<file path="src/rtl/fifo_pkg.sv">
// Shared definitions for the FIFO status/control slice: pointer-width helper,
// default almost-full/almost-empty offsets and an elaboration-time legality check.
package fifo_pkg;

    // almost_full defaults to DEPTH - AF_OFFSET; almost_empty defaults to AE_DEFAULT
    localparam int unsigned AF_OFFSET  = 4;
    localparam int unsigned AE_DEFAULT = 4;

    // Ceiling log2, never less than 1 so a pointer always has at least one bit
    function automatic int unsigned clog2(input int unsigned value);
        int unsigned width;
        int unsigned rem;
        width = 0;
        rem   = (value > 0) ? value - 1 : 0;
        while (rem > 0) begin
            width = width + 1;
            rem   = rem >> 1;
        end
        return (width == 0) ? 1 : width;
    endfunction

    function automatic bit params_legal(input int unsigned depth,
                                        input int unsigned af_level,
                                        input int unsigned ae_level);
        return (depth >= 2) && (af_level >= 1) && (af_level <= depth) && (ae_level < depth);
    endfunction

endpackage

`ifndef FIFO_PARAM_CHECK
`define FIFO_PARAM_CHECK(D, AF, AE) \
    if (!fifo_pkg::params_legal((D), (AF), (AE))) begin : g_illegal_params \
        $error("fifo: illegal DEPTH/AF_LEVEL/AE_LEVEL combination"); \
    end
`endif

</file>
<file path="src/rtl/fifo_wrap_ptr.sv">
// Storage pointer that advances on inc and wraps from DEPTH-1 back to 0,
// so non-power-of-two depths never address past the last entry.
module fifo_wrap_ptr
    import fifo_pkg::*;
#(
    parameter int unsigned DEPTH  = 32,
    parameter int unsigned ADDR_W = clog2(DEPTH)
) (
    input  logic              clk,
    input  logic              rst,
    input  logic              inc,
    output logic [ADDR_W-1:0] ptr
);

    localparam logic [ADDR_W-1:0] LAST = ADDR_W'(DEPTH - 1);

    logic [ADDR_W-1:0] ptr_q;
    logic [ADDR_W-1:0] ptr_d;

    if (DEPTH < 2) begin : g_bad_depth
        $error("fifo_wrap_ptr: DEPTH must be at least 2");
    end

    // Explicit compare against the last index rather than binary rollover
    always_comb begin
        ptr_d = ptr_q;
        if (inc) begin
            if (ptr_q == LAST) begin
                ptr_d = '0;
            end else begin
                ptr_d = ptr_q + ADDR_W'(1);
            end
        end
    end

    always_ff @(posedge clk or posedge rst) begin
        if (rst) begin
            ptr_q <= '0;
        end else begin
            ptr_q <= ptr_d;
        end
    end

    assign ptr = ptr_q;

endmodule

</file>
<file path="src/rtl/fifo_status_ctrl.sv">
// FIFO control/status: gates client requests into storage strobes, tracks occupancy
// and produces registered full/empty/almost flags plus sticky overflow/underflow.
module fifo_status_ctrl
    import fifo_pkg::*;
#(
    parameter int unsigned DEPTH    = 32,
    parameter int unsigned ADDR_W   = clog2(DEPTH),
    parameter int unsigned AF_LEVEL = DEPTH - AF_OFFSET,
    parameter int unsigned AE_LEVEL = AE_DEFAULT
) (
    input  logic              clk,
    input  logic              rst,
    input  logic              wr,
    input  logic              rd,
    input  logic              err_clr,
    output logic              wr_en,
    output logic              rd_en,
    output logic [ADDR_W-1:0] wr_addr,
    output logic [ADDR_W-1:0] rd_addr,
    output logic [ADDR_W:0]   count,
    output logic              full,
    output logic              empty,
    output logic              almost_full,
    output logic              almost_empty,
    output logic              overflow,
    output logic              underflow
);

    localparam int unsigned          CNT_W   = ADDR_W + 1;
    localparam logic [CNT_W-1:0]     DEPTH_C = CNT_W'(DEPTH);
    localparam logic [CNT_W-1:0]     AF_C    = CNT_W'(AF_LEVEL);
    localparam logic [CNT_W-1:0]     AE_C    = CNT_W'(AE_LEVEL);

    `FIFO_PARAM_CHECK(DEPTH, AF_LEVEL, AE_LEVEL)

    logic [CNT_W-1:0] count_q, count_d;
    logic             full_q, full_d;
    logic             empty_q, empty_d;
    logic             almost_full_q, almost_full_d;
    logic             almost_empty_q, almost_empty_d;
    logic             overflow_q, overflow_d;
    logic             underflow_q, underflow_d;

    // Acceptance uses registered flags only, so a rejected request cannot slip through
    always_comb begin
        wr_en = wr & ~full_q;
        rd_en = rd & ~empty_q;
    end

    fifo_wrap_ptr #(
        .DEPTH  (DEPTH),
        .ADDR_W (ADDR_W)
    ) u_wr_ptr (
        .clk (clk),
        .rst (rst),
        .inc (wr_en),
        .ptr (wr_addr)
    );

    fifo_wrap_ptr #(
        .DEPTH  (DEPTH),
        .ADDR_W (ADDR_W)
    ) u_rd_ptr (
        .clk (clk),
        .rst (rst),
        .inc (rd_en),
        .ptr (rd_addr)
    );

    always_comb begin
        count_d = count_q;
        unique case ({wr_en, rd_en})
            2'b10:   count_d = count_q + CNT_W'(1);
            2'b01:   count_d = count_q - CNT_W'(1);
            default: count_d = count_q;
        endcase
    end

    // Flags come from next-state count so they line up with the registered count
    always_comb begin
        full_d         = (count_d == DEPTH_C);
        empty_d        = (count_d == '0);
        almost_full_d  = (count_d >= AF_C);
        almost_empty_d = (count_d <= AE_C);
    end

    // A new error in the same cycle as err_clr keeps the flag set
    always_comb begin
        overflow_d  = (wr & full_q) | (overflow_q & ~err_clr);
        underflow_d = (rd & empty_q) | (underflow_q & ~err_clr);
    end

    always_ff @(posedge clk or posedge rst) begin
        if (rst) begin
            count_q        <= '0;
            full_q         <= 1'b0;
            empty_q        <= 1'b1;
            almost_full_q  <= 1'b0;
            almost_empty_q <= 1'b1;
            overflow_q     <= 1'b0;
            underflow_q    <= 1'b0;
        end else begin
            count_q        <= count_d;
            full_q         <= full_d;
            empty_q        <= empty_d;
            almost_full_q  <= almost_full_d;
            almost_empty_q <= almost_empty_d;
            overflow_q     <= overflow_d;
            underflow_q    <= underflow_d;
        end
    end

    always_comb begin
        count        = count_q;
        full         = full_q;
        empty        = empty_q;
        almost_full  = almost_full_q;
        almost_empty = almost_empty_q;
        overflow     = overflow_q;
        underflow    = underflow_q;
    end

endmodule

</file>
<file path="config.mk">
export PLATFORM = sky130hd
export DESIGN_NAME = fifo_status_ctrl
export DESIGN_NICKNAME = d
export VERILOG_FILES = /design/src/rtl/fifo_pkg.sv /design/src/rtl/fifo_wrap_ptr.sv /design/src/rtl/fifo_status_ctrl.sv
export SDC_FILE = /design/constraint.sdc
export NUM_CORES = 1
export LEC_CHECK = 0
export BUFFER_PORTS_ARGS = -buffer_cell sky130_fd_sc_hd__buf_2
export CORE_MARGIN = 2
export CORE_UTILIZATION = 55
export CTS_BUF_LIST = sky130_fd_sc_hd__clkbuf_2 sky130_fd_sc_hd__clkbuf_4 sky130_fd_sc_hd__clkbuf_8
export DETAILED_ROUTE_END_ITERATION = 7
export PLACE_DENSITY = 0.81
export SLEW_MARGIN = 20
export SYNTH_ARGS = -nofsm -noshare
export SYNTH_HDL_FRONTEND = slang
export SYNTH_SLANG_ARGS = --single-unit
</file>
<file path="constraint.sdc">
create_clock -name clk -period 2.85 [get_ports clk]
set_clock_uncertainty 0.05 [all_clocks]
set_input_delay 0 -clock clk [delete_from_list [all_inputs] [get_ports clk]]
set_output_delay 0 -clock clk [all_outputs]
set_load 0.05 [all_outputs]
</file>
Word-level counts from Yosys, hierarchy flattened
Cells that the tools add are included.
{ "totals": {"word_cells": 35, "output_inout_bits": 24, "register_bits": 22, "inputBits": 5} }
{ "classes": {"n_mux": 3, "addsub": 4, "reduce_logical": 1, "magnitude_cmp": 2, "n_eq_ne": 5, "bitwise": 11} }
{ "op_table": {"columns": ["operator", "count"], "rows": [
  ["6-bit one-hot mux with 2 select lines", 1],
  ["5-bit by 1-bit adder with 5-bit output, second input constant", 2],
  ["5-bit == test, second input constant", 2],
  ["5-bit two-way mux", 2],
  ["6-bit by 1-bit adder with 6-bit output, second input constant", 1],
  ["1-bit bitwise AND", 6],
  ["6-bit == test, second input constant", 1],
  ["6-bit by 5-bit greater-or-equal comparator with 1-bit output, second input constant", 1],
  ["6-bit by 3-bit <= comparator with 1-bit output, second input constant", 1],
  ["6-bit zero test", 1],
  ["6-bit by 1-bit subtractor with 6-bit output, second input constant", 1],
  ["1-bit NOT", 3],
  ["2-bit by 1-bit == test with 1-bit output, second input constant", 1],
  ["2-bit == test, second input constant", 1],
  ["1-bit bitwise OR", 2]
]} }

Logic depth before layout (Yosys ltp)
{ "depth": {"word_depth": 5, "depth_mapped": 12} }

Modules after synthesis
From an unflattened synthesis, not the netlist that was laid out.
{ "unflattened": {"cells_unflattened": 131, "area_unflattened_um2": 1323.8} }
{ "modules_own_cells": {"columns": ["mod", "area_per_inst_um2", "seq_area_each_um2", "cells_each", "instances"], "rows": [
  ["fifo_status_ctrl", 830.8, 302.8, 89, 1],
  ["fifo_wrap_ptr", 246.5, 125.1, 21, 2]
]} }

Least setup slack after synthesis
No wires, ideal clock.
{ "synth_timing": {"path_type": "register to register", "start": "register full_q (netlist: full)", "end": "register full_q (netlist: full)", "t_arrival_ns": 2.618, "path_slack_ns": 0.081, "path_stages_with_launch": 11, "cell_sequence": "dfrtp_1 > nand2b_4 > clkbuf_1 > ha_1 > clkbuf_1 > a21o_1 > a22oi_1 > nor4_1 > xnor2_1 > nand2_1 > nor4_1"} }
{ "synth_via": {"elab_chain_cells": 5, "word_cells_on_any_way": 6, "classes_between": "3 x eq/ne; 1 x mux; 2 x bitwise"} }
{ "synth_lines": {"columns": ["item", "line_no", "source"], "rows": [
  ["start, declared", "fifo_status_ctrl.sv:37", "logic full_q, full_d;"],
  ["start signal, assigned", "fifo_status_ctrl.sv:104", "full_q <= full_d;"],
  ["1-bit NOT *", "fifo_status_ctrl.sv:46", "wr_en = wr & ~full_q;"],
  ["1-bit bitwise AND *", "fifo_status_ctrl.sv:46", null],
  ["2-bit by 1-bit == test with 1-bit output or 2-bit == test (tied branches)", "fifo_status_ctrl.sv:72", "unique case ({wr_en, rd_en})"],
  ["6-bit one-hot mux with 2 select lines *", "fifo_status_ctrl.sv:72", null],
  ["6-bit == test *", "fifo_status_ctrl.sv:81", "full_d = (count_d == DEPTH_C);"],
  ["named net full_d", "fifo_status_ctrl.sv:37", null]
]} }
Mark *: on every way through the listed nets, which the timed path passes. The rest lies on a longest branch.
A chain may end at the register's enable or synchronous reset.

Final worst setup path
Ends and elaborated chain as after synthesis.

==> out/results.tsv <==
metric	value	unit
status	completed	
max_freq	0.3934	GHz
cellLeakagePower	0.0007251	uW
cts_num_sinks	22	
ioPinCount	29	
final_layout_size_suffix_gt1_share	29.17	%
layout_filler_cell_count	187	
gpl.final_weighted_congestion	0.8123	
multi_input_comb_area	664.4	um2
clock_path_buffers	2	
totalNegativeSetupSlack	0	ns
slew_viol_final	0	
clkSlewWorstSetupHoldPaths	0.13	ns
global_route.usage.total	22.63	%
initialDrtViolationCount	44	
async_flop_share	100.0	%
detail_route.first_pass.iterations	6	
maxCapViolations	0	
min_delay_worst_endpoint	u_wr_ptr.ptr[1]	
pwr_density_cell	1276	nW/um2
ys_ff_latch	22	
layout_utilization	68.61	%
post_synth_top_flop	dfrtp_1	
period_minus_slack	2.542	ns
critPathLaunchType	flip-flop	
dominant_combinational_cell_family_by_area_after_synthesis	simple AND/OR/NAND/NOR gates	
count_of_buffering_cells_on_the_critical_path_with_inverters_included	1	
drtAntennaViolNets	0	
layout.area.seq	553.0	um2
netlist.top_cell.by_area	dfrtp_1	
final-setup-viol-count	0	
cp-end-kind	flip-flop	
wl_per_cell	13.79	um
netlist_instances	137	
synth_largest_type_area_fraction	38.99	%
cp_data_arrival_time	2.71	ns
min_period_over_period	89.19	%
synth-xor-area-share	4.094	%
first_pass_grt_wire_length	4547	um
synthTopCellsByArea	dfrtp_1 (39%), ha_1 (5.8%), nand2_1 (5.8%), dfstp_2 (4.1%), mux2_2 (2.6%)	
syn_avg_cell_area	9.370	um2
die_width	52.31	um
start_util	58.03	%
worstSetupPathType	reg2reg	
clock_insertion_delay_worst_skew	0.32	ns
die-area	2736	um2
routed_via_density	5.679	
core_area	2212	um2
cts_post_setup_buffers_inserted	0	
critical_path.cell_chain	nand2b_4 -> inv_4 -> nor2_1 -> xor2_1 -> ha_1 -> or3b_1 -> nand4_1 -> a21oi_1 -> xnor2_1 -> nand2_1 -> nor4_1	
grt_max_degree	23	
synth_cell_type_count	42	
largest_register_ff_count	6	
final_hold_viol_count	0	
slew-limit-headroom	44.84	%
total_global_routing_overflow	0	
hold_class	in2reg	
grt_antenna_before_repair	0	
reg2reg_path_depth	11	
die_h	52.31	um
tritoncts	done	
synthMuxAreaShare	2.632	%
first_global_vias	998	
post_layout_inst_area	1518	um2
synth_edf_count	0	
remaining_drc_errors	0	
detailed_place.area	1448	um2
numCtsBuffers	3	
postCtsHoldBufs	4	
timing.critical_path.max_delay_family	simple AND/OR/NAND/NOR gates	
fin_nets	180	
yosysWarningCount	0	
standard_cell_row_count	17	
area_overhead_vs_synth	18.23	%
antenna_cells	0	
worstHoldPathCells	4	
mappedNetlistNets	148	
post_cts_resized	0	
synth-compound-area-share	18.13	%
cts-htree-levels	1	
clockRootBuffer	clkbuf_4	
critical_path.reg2reg.endpoint	full	
reg2reg_setup_slack	0.31	ns
critPathRequiredTime	3.02	ns
dp.final_hpwl	1922	um
holdCritStartpoint	wr	
routed-via-count	1113	
grt_setup_unrepaired	no	
worst_r2r_startpoint	full	
peak_vdd_ir	0.7963	mV
timing.critical_path.slowest_cell_delay	0.39	ns
tightestPinTransition	0.8266	ns
critical-path-slowest-cell	dfrtp_1	
finalWirelength	2702	um
netlist_area	1284	um2
critPathMaxFanout	14	
synth_area_in_simple_gates	21.05	%
post_synth_fa_ha_maj_area_fraction	5.848	%
place.port_buffers	28	
synth_seq_area_share	43.08	%
[final cells by class]
| class | instances | area share, % |
|---|---|---|
| Clock buffer | 4 | 1.979 |
| Inverter | 10 | 2.638 |
| Multi-Input combinational cell | 98 | 43.78 |
| Sequential cell | 22 | 36.44 |
| Tap cell | 28 | 2.308 |
| Timing Repair Buffer | 34 | 12.86 |
[synth_stat cells (2+ instances only)]
cell type	n
and3_1	2
dfrtp_1	20
dfstp_2	2
xnor2_1	3
ha_1	6
nand3_1	2
o21ai_1	4
a22oi_1	2
a31oi_1	2
mux2_2	3
xor2_1	3
nor2_1	7
nor3b_1	2
o211ai_1	2
inv_2	2
a21o_1	2
nor3_1	3
nand2_1	20
nor4_1	3
nand2b_1	2
inv_1	7
o21ai_0	6
a21oi_1	6
clkbuf_1	7
nand4_1	2
[metal layers]
| metal | global-route usage (%) | wire length [um] |
|---|---|---|
| met4 | 9.829 | 41 |
| met3 | 3.714 | 111 |
| met2 | 36.25 | 1341 |
| met1 | 30.07 | 1207 |
| met5 | 0 | 0 |
[metrics by stage]
step,worst slack [ns],hold slack [ns],std cells,power (uW)
floorplan,0.08072,-0.06226,137,1516
global placement,0.3469,0.1355,188,1732
detailed placement,0.3886,0.1528,188,1774
CTS,0.3295,0.02743,196,1945
global route,0.03938,0.04834,196,2065
finish,0.3081,0.03381,196,1936
[cells in the final DEF, fill, tap and decap left out, types with 4 or more instances in the layout]
master and n:
a21oi_1 6, buf_2 28, clkbuf_4 4, dfrtp_1 20, dlygate4sd3_1 4, ha_1 6
inv_1 7, nand2_1 20, nor2_1 7, o21ai_0 6, o21ai_1 4
[logic make-up (layout without fill, tap and decap cells)]
| family | count (synthesis) | after routing |
|---|---|---|
| xor gates and xnor gates | 6 | 6 |
| muxes | 3 | 3 |
| DFF | 22 | 22 |
| and+or+nand+nor | 50 | 50 |
| buffers and inverters | 17 | 48 |
| adders and majority gates | 6 | 6 |
| AOI/OAI and AO/OA | 33 | 33 |
[worst min-delay path: stages]
cell	delay (ns)
buf_2	0.11
nand2b_4	0.13
nand2_1	0.10
nand2_1	0.04
[worst max path at each step]
| stage | from | endpoint | slack [ns] | cells after the start |
|---|---|---|---|---|
| final | full | full | 0.31 | 11 |
| after global placement | empty | full | 0.35 | 10 |
| after global routing | full | full | 0.04 | 11 |
| after floorplan | full | full | 0.08 | 10 |
| after CTS | full | full | 0.33 | 11 |
| after detailed placement | full | full | 0.39 | 11 |
[power by group]
part,switching [uW],internal [uW],total [uW]
Clock,98.4,64.3,163
Sequential,172,440,612
Combinational,819,343,1160
Total,1090,847,1940
Note: power is estimated with default switching activity, not from simulation.
